**src/rtl/rtc_pkg.sv**
```systemverilog
// Shared types and constants for the DS1302 scheduling logic: FSM states,
// the seven-byte time record, BCD limits and DS1302 register addresses.
package rtc_pkg;

  typedef enum logic [1:0] {
    ST_IDLE,
    ST_WR_BUSY,
    ST_RD_BUSY,
    ST_GAP
  } state_e;

  typedef struct packed {
    logic [7:0] sec;
    logic [7:0] min;
    logic [7:0] hour;
    logic [7:0] date;
    logic [7:0] month;
    logic [7:0] week;
    logic [7:0] year;
  } rtc_time_t;

  localparam logic [7:0] SEC_MAX  = 8'h59;
  localparam logic [7:0] MIN_MAX  = 8'h59;
  localparam logic [7:0] HOUR_MAX = 8'h23;
  localparam logic [7:0] DATE_MIN = 8'h01;
  localparam logic [7:0] DATE_MAX = 8'h31;
  localparam logic [7:0] MON_MIN  = 8'h01;
  localparam logic [7:0] MON_MAX  = 8'h12;
  localparam logic [7:0] WEEK_MIN = 8'h01;
  localparam logic [7:0] WEEK_MAX = 8'h07;
  localparam logic [7:0] YEAR_MAX = 8'h99;

  // DS1302 write-command addresses; the read address is the same value with bit0 set
  localparam logic [7:0] ADDR_SEC   = 8'h80;
  localparam logic [7:0] ADDR_MIN   = 8'h82;
  localparam logic [7:0] ADDR_HOUR  = 8'h84;
  localparam logic [7:0] ADDR_DATE  = 8'h86;
  localparam logic [7:0] ADDR_MONTH = 8'h88;
  localparam logic [7:0] ADDR_WEEK  = 8'h8A;
  localparam logic [7:0] ADDR_YEAR  = 8'h8C;
  localparam logic [7:0] ADDR_WP    = 8'h8E;

  function automatic logic bcd_ok(input logic [7:0] b);
    return (b[7:4] <= 4'd9) && (b[3:0] <= 4'd9);
  endfunction

endpackage

```
**src/rtl/rtc_bcd_check.sv**
```systemverilog
// Combinational validator for a requested time: every byte must be legal BCD
// and each field must sit inside its calendar range in 24-hour, clock-running mode.
module rtc_bcd_check
  import rtc_pkg::*;
(
  input  logic [7:0] second_i,
  input  logic [7:0] minute_i,
  input  logic [7:0] hour_i,
  input  logic [7:0] date_i,
  input  logic [7:0] month_i,
  input  logic [7:0] week_i,
  input  logic [7:0] year_i,
  output logic       valid_o
);

  logic digits_ok;
  logic ranges_ok;

  assign digits_ok = bcd_ok(second_i) && bcd_ok(minute_i) && bcd_ok(hour_i) &&
                     bcd_ok(date_i) && bcd_ok(month_i) && bcd_ok(week_i) &&
                     bcd_ok(year_i);

  // Bit7 of second is the clock-halt flag and bit7 of hour selects 12h mode; both must stay 0
  assign ranges_ok = (second_i <= SEC_MAX) && !second_i[7] &&
                     (minute_i <= MIN_MAX) &&
                     (hour_i <= HOUR_MAX) && !hour_i[7] &&
                     (date_i >= DATE_MIN) && (date_i <= DATE_MAX) &&
                     (month_i >= MON_MIN) && (month_i <= MON_MAX) &&
                     (week_i >= WEEK_MIN) && (week_i <= WEEK_MAX) &&
                     (year_i <= YEAR_MAX);

  assign valid_o = digits_ok && ranges_ok;

endmodule

```
**src/rtl/rtc_scheduler.sv**
```systemverilog
// Arbitrates DS1302 read polls and time-set writes so only one transaction is
// outstanding, keeps the last good time snapshot and watches for stuck transactions.
module rtc_scheduler
  import rtc_pkg::*;
#(
  parameter int POLL_CYCLES    = 5_000_000,
  parameter int TIMEOUT_CYCLES = 2_000_000,
  parameter int CNT_W          = 24
) (
  input  logic       clk,
  input  logic       rst,
  input  logic       poll_en,
  input  logic       force_read,
  input  logic       set_req,
  input  logic [7:0] set_second,
  input  logic [7:0] set_minute,
  input  logic [7:0] set_hour,
  input  logic [7:0] set_date,
  input  logic [7:0] set_month,
  input  logic [7:0] set_week,
  input  logic [7:0] set_year,
  output logic       set_done,
  output logic       set_reject,
  input  logic       err_clr,
  output logic       write_time_req,
  output logic [7:0] wr_second,
  output logic [7:0] wr_minute,
  output logic [7:0] wr_hour,
  output logic [7:0] wr_date,
  output logic [7:0] wr_month,
  output logic [7:0] wr_week,
  output logic [7:0] wr_year,
  output logic       read_time_req,
  input  logic       time_ack,
  input  logic [7:0] rtc_second,
  input  logic [7:0] rtc_minute,
  input  logic [7:0] rtc_hour,
  input  logic [7:0] rtc_date,
  input  logic [7:0] rtc_month,
  input  logic [7:0] rtc_week,
  input  logic [7:0] rtc_year,
  output logic [7:0] time_second,
  output logic [7:0] time_minute,
  output logic [7:0] time_hour,
  output logic [7:0] time_date,
  output logic [7:0] time_month,
  output logic [7:0] time_week,
  output logic [7:0] time_year,
  output logic       time_valid,
  output logic       busy,
  output logic       timeout_err
);

  localparam logic [CNT_W-1:0] POLL_LAST = CNT_W'(POLL_CYCLES - 1);
  localparam logic [CNT_W-1:0] WD_LAST   = CNT_W'(TIMEOUT_CYCLES - 1);
  localparam logic [CNT_W-1:0] WD_MAX    = CNT_W'(TIMEOUT_CYCLES);

  state_e     state_q, state_d;
  logic [CNT_W-1:0] poll_q, poll_d;
  logic [CNT_W-1:0] wd_q, wd_d;
  logic       rd_pend_q, rd_pend_d;
  logic       wr_pend_q, wr_pend_d;
  logic       wreq_q, wreq_d;
  logic       rreq_q, rreq_d;
  logic       done_q, done_d;
  logic       reject_q, reject_d;
  logic       tvalid_q, tvalid_d;
  logic       err_q, err_d;
  rtc_time_t  shadow_q, shadow_d;
  rtc_time_t  snap_q, snap_d;
  rtc_time_t  set_time, rtc_time;
  logic       set_valid;
  logic       set_accept;

  assign set_time = {set_second, set_minute, set_hour, set_date, set_month, set_week, set_year};
  assign rtc_time = {rtc_second, rtc_minute, rtc_hour, rtc_date, rtc_month, rtc_week, rtc_year};

  rtc_bcd_check u_bcd_check (
    .second_i (set_second),
    .minute_i (set_minute),
    .hour_i   (set_hour),
    .date_i   (set_date),
    .month_i  (set_month),
    .week_i   (set_week),
    .year_i   (set_year),
    .valid_o  (set_valid)
  );

  // The shadow is frozen while a write is on the wire
  assign set_accept = set_req && set_valid && (state_q != ST_WR_BUSY);

  always_comb begin
    state_d   = state_q;
    poll_d    = poll_q;
    wd_d      = '0;
    rd_pend_d = rd_pend_q;
    wr_pend_d = wr_pend_q;
    wreq_d    = wreq_q;
    rreq_d    = rreq_q;
    done_d    = 1'b0;
    reject_d  = set_req && !set_accept;
    tvalid_d  = 1'b0;
    err_d     = err_q && !err_clr;
    shadow_d  = shadow_q;
    snap_d    = snap_q;

    if (poll_en) begin
      if (poll_q == POLL_LAST) begin
        poll_d    = '0;
        rd_pend_d = 1'b1;
      end else begin
        poll_d = poll_q + 1'b1;
      end
    end else begin
      poll_d = '0;
    end

    if (force_read) rd_pend_d = 1'b1;

    if (set_accept) begin
      shadow_d  = set_time;
      wr_pend_d = 1'b1;
    end

    // Issuing a transaction consumes its pending flag, absorbing any same-cycle re-request
    case (state_q)
      ST_IDLE: begin
        if (wr_pend_q) begin
          state_d   = ST_WR_BUSY;
          wreq_d    = 1'b1;
          wr_pend_d = 1'b0;
        end else if (rd_pend_q) begin
          state_d   = ST_RD_BUSY;
          rreq_d    = 1'b1;
          rd_pend_d = 1'b0;
        end
      end
      ST_WR_BUSY, ST_RD_BUSY: begin
        wd_d = (wd_q == WD_MAX) ? wd_q : wd_q + 1'b1;
        if (wd_q == WD_LAST) err_d = 1'b1;
        if (time_ack) begin
          state_d = ST_GAP;
          if (state_q == ST_WR_BUSY) begin
            wreq_d    = 1'b0;
            done_d    = 1'b1;
            rd_pend_d = 1'b1;
          end else begin
            rreq_d   = 1'b0;
            snap_d   = rtc_time;
            tvalid_d = 1'b1;
          end
        end
      end
      ST_GAP:  state_d = ST_IDLE;
      default: state_d = ST_IDLE;
    endcase
  end

  always_ff @(posedge clk) begin
    if (!rst) begin
      state_q   <= ST_IDLE;
      poll_q    <= '0;
      wd_q      <= '0;
      rd_pend_q <= 1'b0;
      wr_pend_q <= 1'b0;
      wreq_q    <= 1'b0;
      rreq_q    <= 1'b0;
      done_q    <= 1'b0;
      reject_q  <= 1'b0;
      tvalid_q  <= 1'b0;
      err_q     <= 1'b0;
      shadow_q  <= '0;
      snap_q    <= '0;
    end else begin
      state_q   <= state_d;
      poll_q    <= poll_d;
      wd_q      <= wd_d;
      rd_pend_q <= rd_pend_d;
      wr_pend_q <= wr_pend_d;
      wreq_q    <= wreq_d;
      rreq_q    <= rreq_d;
      done_q    <= done_d;
      reject_q  <= reject_d;
      tvalid_q  <= tvalid_d;
      err_q     <= err_d;
      shadow_q  <= shadow_d;
      snap_q    <= snap_d;
    end
  end

  assign write_time_req = wreq_q;
  assign read_time_req  = rreq_q;
  assign set_done       = done_q;
  assign set_reject     = reject_q;
  assign time_valid     = tvalid_q;
  assign timeout_err    = err_q;
  assign busy           = (state_q != ST_IDLE);

  assign wr_second = shadow_q.sec;
  assign wr_minute = shadow_q.min;
  assign wr_hour   = shadow_q.hour;
  assign wr_date   = shadow_q.date;
  assign wr_month  = shadow_q.month;
  assign wr_week   = shadow_q.week;
  assign wr_year   = shadow_q.year;

  assign time_second = snap_q.sec;
  assign time_minute = snap_q.min;
  assign time_hour   = snap_q.hour;
  assign time_date   = snap_q.date;
  assign time_month  = snap_q.month;
  assign time_week   = snap_q.week;
  assign time_year   = snap_q.year;

endmodule

```
**config.mk**
```make
export PLATFORM = sky130hd
export DESIGN_NAME = rtc_scheduler
export DESIGN_NICKNAME = d
export VERILOG_FILES = /design/src/rtl/rtc_pkg.sv /design/src/rtl/rtc_bcd_check.sv /design/src/rtl/rtc_scheduler.sv
export SDC_FILE = /design/constraint.sdc
export NUM_CORES = 1
export LEC_CHECK = 0
export BUFFER_PORTS_ARGS = -buffer_cell sky130_fd_sc_hd__buf_4
export CORE_ASPECT_RATIO = 1.2
export CORE_MARGIN = 4
export CORE_UTILIZATION = 45
export CTS_CLUSTER_DIAMETER = 50
export DETAILED_ROUTE_END_ITERATION = 8
export MAX_ROUTING_LAYER = met4
export PLACE_DENSITY_LB_ADDON = 0.1
export SYNTH_ARGS = -nofsm -noshare
export SYNTH_HDL_FRONTEND = slang
export SYNTH_HIERARCHICAL = 1
export SYNTH_SLANG_ARGS = --single-unit
export TNS_END_PERCENT = 1
```
**constraint.sdc**
```tcl
create_clock -name clk -period 4.55 [get_ports clk]
set_input_delay 0.2275 -clock clk [delete_from_list [all_inputs] [get_ports clk]]
set_output_delay 0.2275 -clock clk [all_outputs]
set_load 0.005 [all_outputs]
```
# ---- Yosys cells after proc, flatten, opt, wreduce, memory -nomap -nowiden
# Index checks and enable logic that the tools add are counted.
dict set report word_totals {
  reg_bits 170
  latchBits 0
  ramBits 0
  rom_bits 0
  input_bits 119
  output_inout_bits 119
  word_cells 140
  n_memories 0
}
dict set report op_classes {
  addsub 2
  multipliers 0
  div 0
  n_lt_le_gt_ge 24
  eq_ne 14
  n_shift 0
  mux 28
  bitwise_logic 3
  reduce_logical 44
}
# op count
set ops {}
lappend ops {{4-bit less-or-equal comparator (second input constant)} 14}
lappend ops {{24-bit by 1-bit adder with 24-bit output (second input constant)} 2}
lappend ops {{24-bit by 21-bit equality test with 1-bit output (second input constant)} 2}
lappend ops {{1-bit logical AND} 29}
lappend ops {{24-bit by 23-bit equality test with 1-bit output (second input constant)} 1}
lappend ops {{8-bit by 1-bit >= comparator with 1-bit output (second input constant)} 3}
lappend ops {{1-bit two-way mux} 21}
lappend ops {{8-bit by 6-bit less-or-equal comparator with 1-bit output (second input constant)} 2}
lappend ops {{8-bit by 7-bit less-or-equal comparator with 1-bit output (second input constant)} 2}
lappend ops {{2-bit != test (second input constant)} 6}
lappend ops {{8-bit by 3-bit less-or-equal comparator with 1-bit output (second input constant)} 1}
lappend ops {{8-bit by 5-bit less-or-equal comparator with 1-bit output (second input constant)} 1}
lappend ops {{8-bit less-or-equal comparator (second input constant)} 1}
lappend ops {{2-bit two-way mux} 3}
lappend ops {{1-bit one-hot mux with 2 select lines} 3}
lappend ops {{2-bit one-hot mux with 3 select lines} 1}
lappend ops {{3-bit AND reduction} 2}
lappend ops {{5-bit AND reduction} 1}
lappend ops {{2-bit equality test (second input constant)} 2}
lappend ops {{1-bit zero test} 4}
lappend ops {{2-bit AND reduction} 2}
lappend ops {{4-bit AND reduction} 1}
lappend ops {{2-bit nonzero test} 2}
lappend ops {{3-bit != test (second input constant)} 1}
lappend ops {{other kinds (6)} 8}

# ---- Logic depth before layout (Yosys ltp)
dict set report logic_depth {
  depth_word 18
  mapped_depth 9
  depth_no_buf 7
}

# ---- By module
# Netlist, hierarchy kept.
# mod n_inst cells_per_inst area_each_um2 seq_area_each_um2
set modules_own_cells {}
lappend modules_own_cells {rtc_scheduler 1 815 6605.1 3403.3}
lappend modules_own_cells {rtc_bcd_check 1 37 232.7 0.0}

# ---- Worst setup path before layout
# Ideal clock, no wire load.
dict set report synth_path {
  path_kind {input to register}
  from {in set_date[1]}
  to {reg shadow_q (netlist bit wr_year[1])}
  arrival_ps 2106
  required_ps 4480
  path_slack_ps 2374
  stages 9
  path_buffers 2
  path_cell_list {or3_4 > a32o_1 > nor4_2 > and4_1 > and3_1 > clkbuf_1 > buf_1 > nand2_1 > a21oi_1}
}
dict set report synth_between {
  elab_chain_cells 11
}
# element line_no
set synth_rtl {}
lappend synth_rtl {{start, declared} rtc_scheduler.sv:18} ;# input logic [7:0] set_date,
lappend synth_rtl {{8-bit by 1-bit >= comparator with 1-bit output} rtc_bcd_check.sv:27} ;# (date_i >= DATE_MIN) && (date_i <= DATE_MAX) &&
lappend synth_rtl {{1-bit logical AND} rtc_bcd_check.sv:26} ;# (hour_i <= HOUR_MAX) && !hour_i[7] &&
lappend synth_rtl {{1-bit logical AND (2 in series)} rtc_bcd_check.sv:27}
lappend synth_rtl {{1-bit logical AND (2 in series)} rtc_bcd_check.sv:28} ;# (month_i >= MON_MIN) && (month_i <= MON_MAX) &&
lappend synth_rtl {{1-bit logical AND (2 in series)} rtc_bcd_check.sv:29} ;# (week_i >= WEEK_MIN) && (week_i <= WEEK_MAX) &&
lappend synth_rtl {{1-bit logical AND *} rtc_bcd_check.sv:32} ;# assign valid_o = digits_ok && ranges_ok;
lappend synth_rtl {{net set_valid} rtc_scheduler.sv:72} ;# logic set_valid;
lappend synth_rtl {{1-bit logical AND * (2 in series)} rtc_scheduler.sv:90} ;# assign set_accept = set_req && set_valid && (state_q != ST_WR_BUSY);
lappend synth_rtl {{end signal, assigned} rtc_scheduler.sv:186} ;# shadow_q <= shadow_d;
lappend synth_rtl {{end, declared} rtc_scheduler.sv:69} ;# rtc_time_t shadow_q, shadow_d;
# Mark *: on every way through the listed nets, which the timed path passes. The rest lies on a longest branch.
# A chain may end at the register's enable or synchronous reset.

# ---- Worst setup path after layout
dict set report layout_path {
  from {in set_hour[4]}
  to {reg shadow_q (netlist bit wr_week[4])}
}
dict set report layout_between {
  elab_chain_cells 13
}
# element line_no
set layout_rtl {}
lappend layout_rtl {{start, declared} rtc_scheduler.sv:17} ;# input logic [7:0] set_hour,
lappend layout_rtl {{8-bit by 6-bit less-or-equal comparator with 1-bit output} rtc_bcd_check.sv:26}
lappend layout_rtl {{1-bit logical AND} rtc_bcd_check.sv:25} ;# (minute_i <= MIN_MAX) &&
lappend layout_rtl {{1-bit logical AND (2 in series)} rtc_bcd_check.sv:26}
lappend layout_rtl {{1-bit logical AND (2 in series)} rtc_bcd_check.sv:27}
lappend layout_rtl {{1-bit logical AND (2 in series)} rtc_bcd_check.sv:28}
lappend layout_rtl {{1-bit logical AND (2 in series)} rtc_bcd_check.sv:29}
lappend layout_rtl {{1-bit logical AND *} rtc_bcd_check.sv:32}
lappend layout_rtl {{net set_valid} rtc_scheduler.sv:72}
lappend layout_rtl {{1-bit logical AND * (2 in series)} rtc_scheduler.sv:90}
# Marks and branches as above.

==> results.py <==
metrics = {
    "outcome": {
        "status": "finished clean",
    },
    "floorplan": {
        "core_um2": 15000,
        "die_y_um": 143,
        "boundaryPins": 238,
        "start_util_pct": 45.7,
        "num_rows": 49,
        "die_x_um": 121,
        "die_area_um2": 17200,
    },
    "critical_path": {
        "worstSetupStartpointType": "primary input",
        "cp.required_ns": 4.88,
        "critPathKind": "primary input to flip-flop",
        "ff2ff_path_depth": 5,
        "critPathMaxFanout": 57,
        "arrival_ns": 2.86,
        "r2r_slack_ns": 2.32,
        "r2r_start": "state_q[0]",
        "worstReg2RegEnd": "time_hour[2]",
        "worst_setup_path_end_kind": "flip-flop",
    },
    "power_and_ir_drop": {
        "pwr-share-seq_pct": 41.3,
        "switching_share_pct": 27.3,
        "p_comb_share_pct": 19.9,
        "leakage_nw": 3.67,
        "power_density_nw_per_um2": 436,
        "max-vdd-ir-drop_mv": 0.264,
        "internal-power_mw": 2.97,
        "clockPowerShare_pct": 38.8,
        "netSwitchingPower_mw": 1.12,
    },
    "cts": {
        "root_buffer": "clkbuf_16",
        "cts_tree": "done",
        "clockBufferDepth": 2,
        "h-tree-depth": 4,
        "clock-sinks": 170,
        "clock_latency_ns": 0.42,
        "cts_resized": 0,
        "cts_made_buffers": 17,
        "cts_setup_buffers": 0,
        "path_clk_slew_ns": 0.06,
        "cts-hold-fix-buffers": 0,
    },
    "timing": {
        "relSlewSlack_pct": 26.9,
        "finalClockSkew_ns": 0.00668,
        "fin_crit_sh_pct": 55.4,
        "slew_viol_final": 0,
        "final-setup-viol-count": 0,
        "period_needed_ns": 2.52,
        "finalHoldViolCount": 0,
        "setup_ws_ns": 2.03,
        "timing.fmax_mhz": 396,
        "rsz0062_at_grt": "false",
        "worst_slew_pin_slew_ns": 1.10,
        "setup_tns_ns": 0,
    },
    "final_layout": {
        "num-nets-final": 1186,
        "reg_top3": "poll_q x24, wd_q x24",
        "antenna_cells": 0,
        "multi_input_area_um2": 3180,
        "regArea_um2": 3400,
        "areaGrowthSynthToFinish_pct": 36.9,
        "drive_above_1_share_pct": 26.7,
        "fillers": 1431,
    },
    "yosys": {
        "synth_area_leaders": "dfxtp_1, nand2_1, a21oi_1",
        "synth.avg_cell_area_um2": 8.03,
        "synth_nets": 977,
        "synth_edf_count": 0,
        "ys_seq_elements": 170,
        "yosysSeqAreaShare_pct": 49.8,
        "ys_types": 54,
        "syn_area_um2": 6840,
        "synth_area_leader_cell": "dfxtp_1",
        "async_flop_share_pct": 0,
        "synth_ff_type": "dfxtp_1",
        "yosys_warnings": 6,
        "syn_inst": 852,
        "synth_top_area_share_pct": 49.8,
    },
    "routing": {
        "wl_per_cell_um": 15.8,
        "met2_length_um": 10000,
        "wl_met1_um": 8420,
        "drtIter0Drc": 510,
        "highest_layer": "met4",
        "vias_per_cell": 5.17,
        "postRouteAntennaNets": 0,
        "routed_wirelength_um": 20200,
        "drtPass1Iterations": 5,
        "vias": 6603,
        "met3_wirelength_um": 1330,
        "post-route-drc-count": 0,
    },
    "global_routing": {
        "grt_max_degree": 70,
        "grt_pass1_wl_um": 31800,
        "grt_pass1_vias": 6243,
        "track_usage_pct": 23.9,
        "overflow": 0,
        "antenna_found_initial": 0,
    },
    "placement": {
        "gp_congestion": 0.878,
        "io_buffers": 237,
        "place_ws_ns": 1.70,
        "dpl.hpwl_um": 14400,
    },
    "hold_path": {
        "hp-start": "rtc_week[3]",
        "holdPathStages": 3,
        "holdCritPathClass": "primary input to flip-flop",
        "holdPathEnd": "time_week[3]",
    },
    "run": {
        "drv_cap": 0,
    },
}
[synthesized netlist by cell type (all sizes together) (2+ instances only)]
cell    number
buf         13
or3          7
nand3       17
or4         14
clkbuf      38
nor2b        2
and4        10
nand2      245
inv         17
o41ai        2
o311ai       2
dfxtp      170
o21ai       20
xnor2        8
xor2        14
nor3         8
nand2b       4
and2         2
nor4b        4
and3         7
o31ai       13
mux2i        2
a41o         2
a31oi        2
o21bai       2
nor4         8
a21oi      140
nand4       20
nor2        40
ha           6
[kinds of logic after synthesis]
kind of cell / count (synthesis) / share of synthesized area [%]
buffers and inverters: 68 / 3.95
xor gates and xnor gates: 22 / 2.82
AOI/OAI and AO/OA: 192 / 15.7
adders and majority gates: 6 / 1.10
and+or+nand+nor: 392 / 26.4
DFF: 170 / 49.8
muxes: 2 / 0.293
[critical path: stages]
cell,delay [ns]
buf_4,0.11
o31ai_1,0.36
o311ai_0,0.25
nor4_2,0.34
and4_1,0.28
and3_2,0.94
nand2_1,0.17
a21oi_1,0.15
[worst max-delay path by stage]
stage	start	to	slack [ns]	cells past startpoint
floorplan	set_date[1]	wr_year[1]	2.37	9
global placement	set_hour[4]	wr_minute[0]	1.72	8
detailed placement	set_hour[4]	wr_week[4]	1.70	8
CTS	set_hour[4]	wr_week[4]	2.14	8
global route	set_hour[3]	wr_month[3]	1.86	8
finish	set_hour[4]	wr_week[4]	2.03	8
[per-stage QoR]
step           util (%)  power, mW  hold slack [ns]  instance area, um^2  cells
6_report           62.6       4.09           0.0504                 9360   1278
5_1_grt            62.6       4.29           0.0364                 9360   1278
4_1_cts            62.6       4.12           0.0305                 9360   1278
3_5_place_dp       58.2       2.54            0.447                 8710   1246
3_3_place_gp       58.2       2.53            0.441                 8710   1246
2_1_floorplan         -       2.14            0.353                 6840    852
[cell type report]
class	count	area share, %
sequential	170	36.3
multi-input combinational	614	33.9
clock buffer	21	4.92
timing repair buffer	241	19.3
inverter	17	0.695
tap	204	2.73
clock inverter	11	2.06
[layer usage]
metal,GRT usage (%),up-vias
li1,-,3337
met3,7.17,24
met5,-,-
met2,38.2,177
met1,28.9,3065
met4,8.11,0
[cells in the final DEF, fill, tap and decap left out, types with 3 or more instances in the layout]
master,n
o31ai_1,13
nor3_1,8
and4_1,9
buf_4,241
nand3_2,3
clkbuf_16,17
inv_1,16
nor2_1,40
clkinv_2,3
or3_1,4
nand2_1,245
xnor2_1,8
a21oi_1,139
nor4_1,7
ha_1,6
and3_1,5
xor2_1,14
nand3_1,14
or4_1,13
nand2b_1,4
dfxtp_1,170
nor4b_1,4
bufinv_16,5
o21ai_0,20
nand4_1,20
[power groups by stage]
| stage | Clock [mW] | Combinational [mW] | Sequential [mW] |
|---|---|---|---|
| 4_1_cts | 1.62 | 0.817 | 1.69 |
| 3_5_place_dp | 0 | 0.816 | 1.72 |
| 5_1_grt | 1.68 | 0.907 | 1.70 |
| 6_report | 1.59 | 0.813 | 1.69 |
| 3_3_place_gp | 0 | 0.816 | 1.71 |
| 2_1_floorplan | 0 | 0.417 | 1.72 |
(Power assumes the default switching activity.)
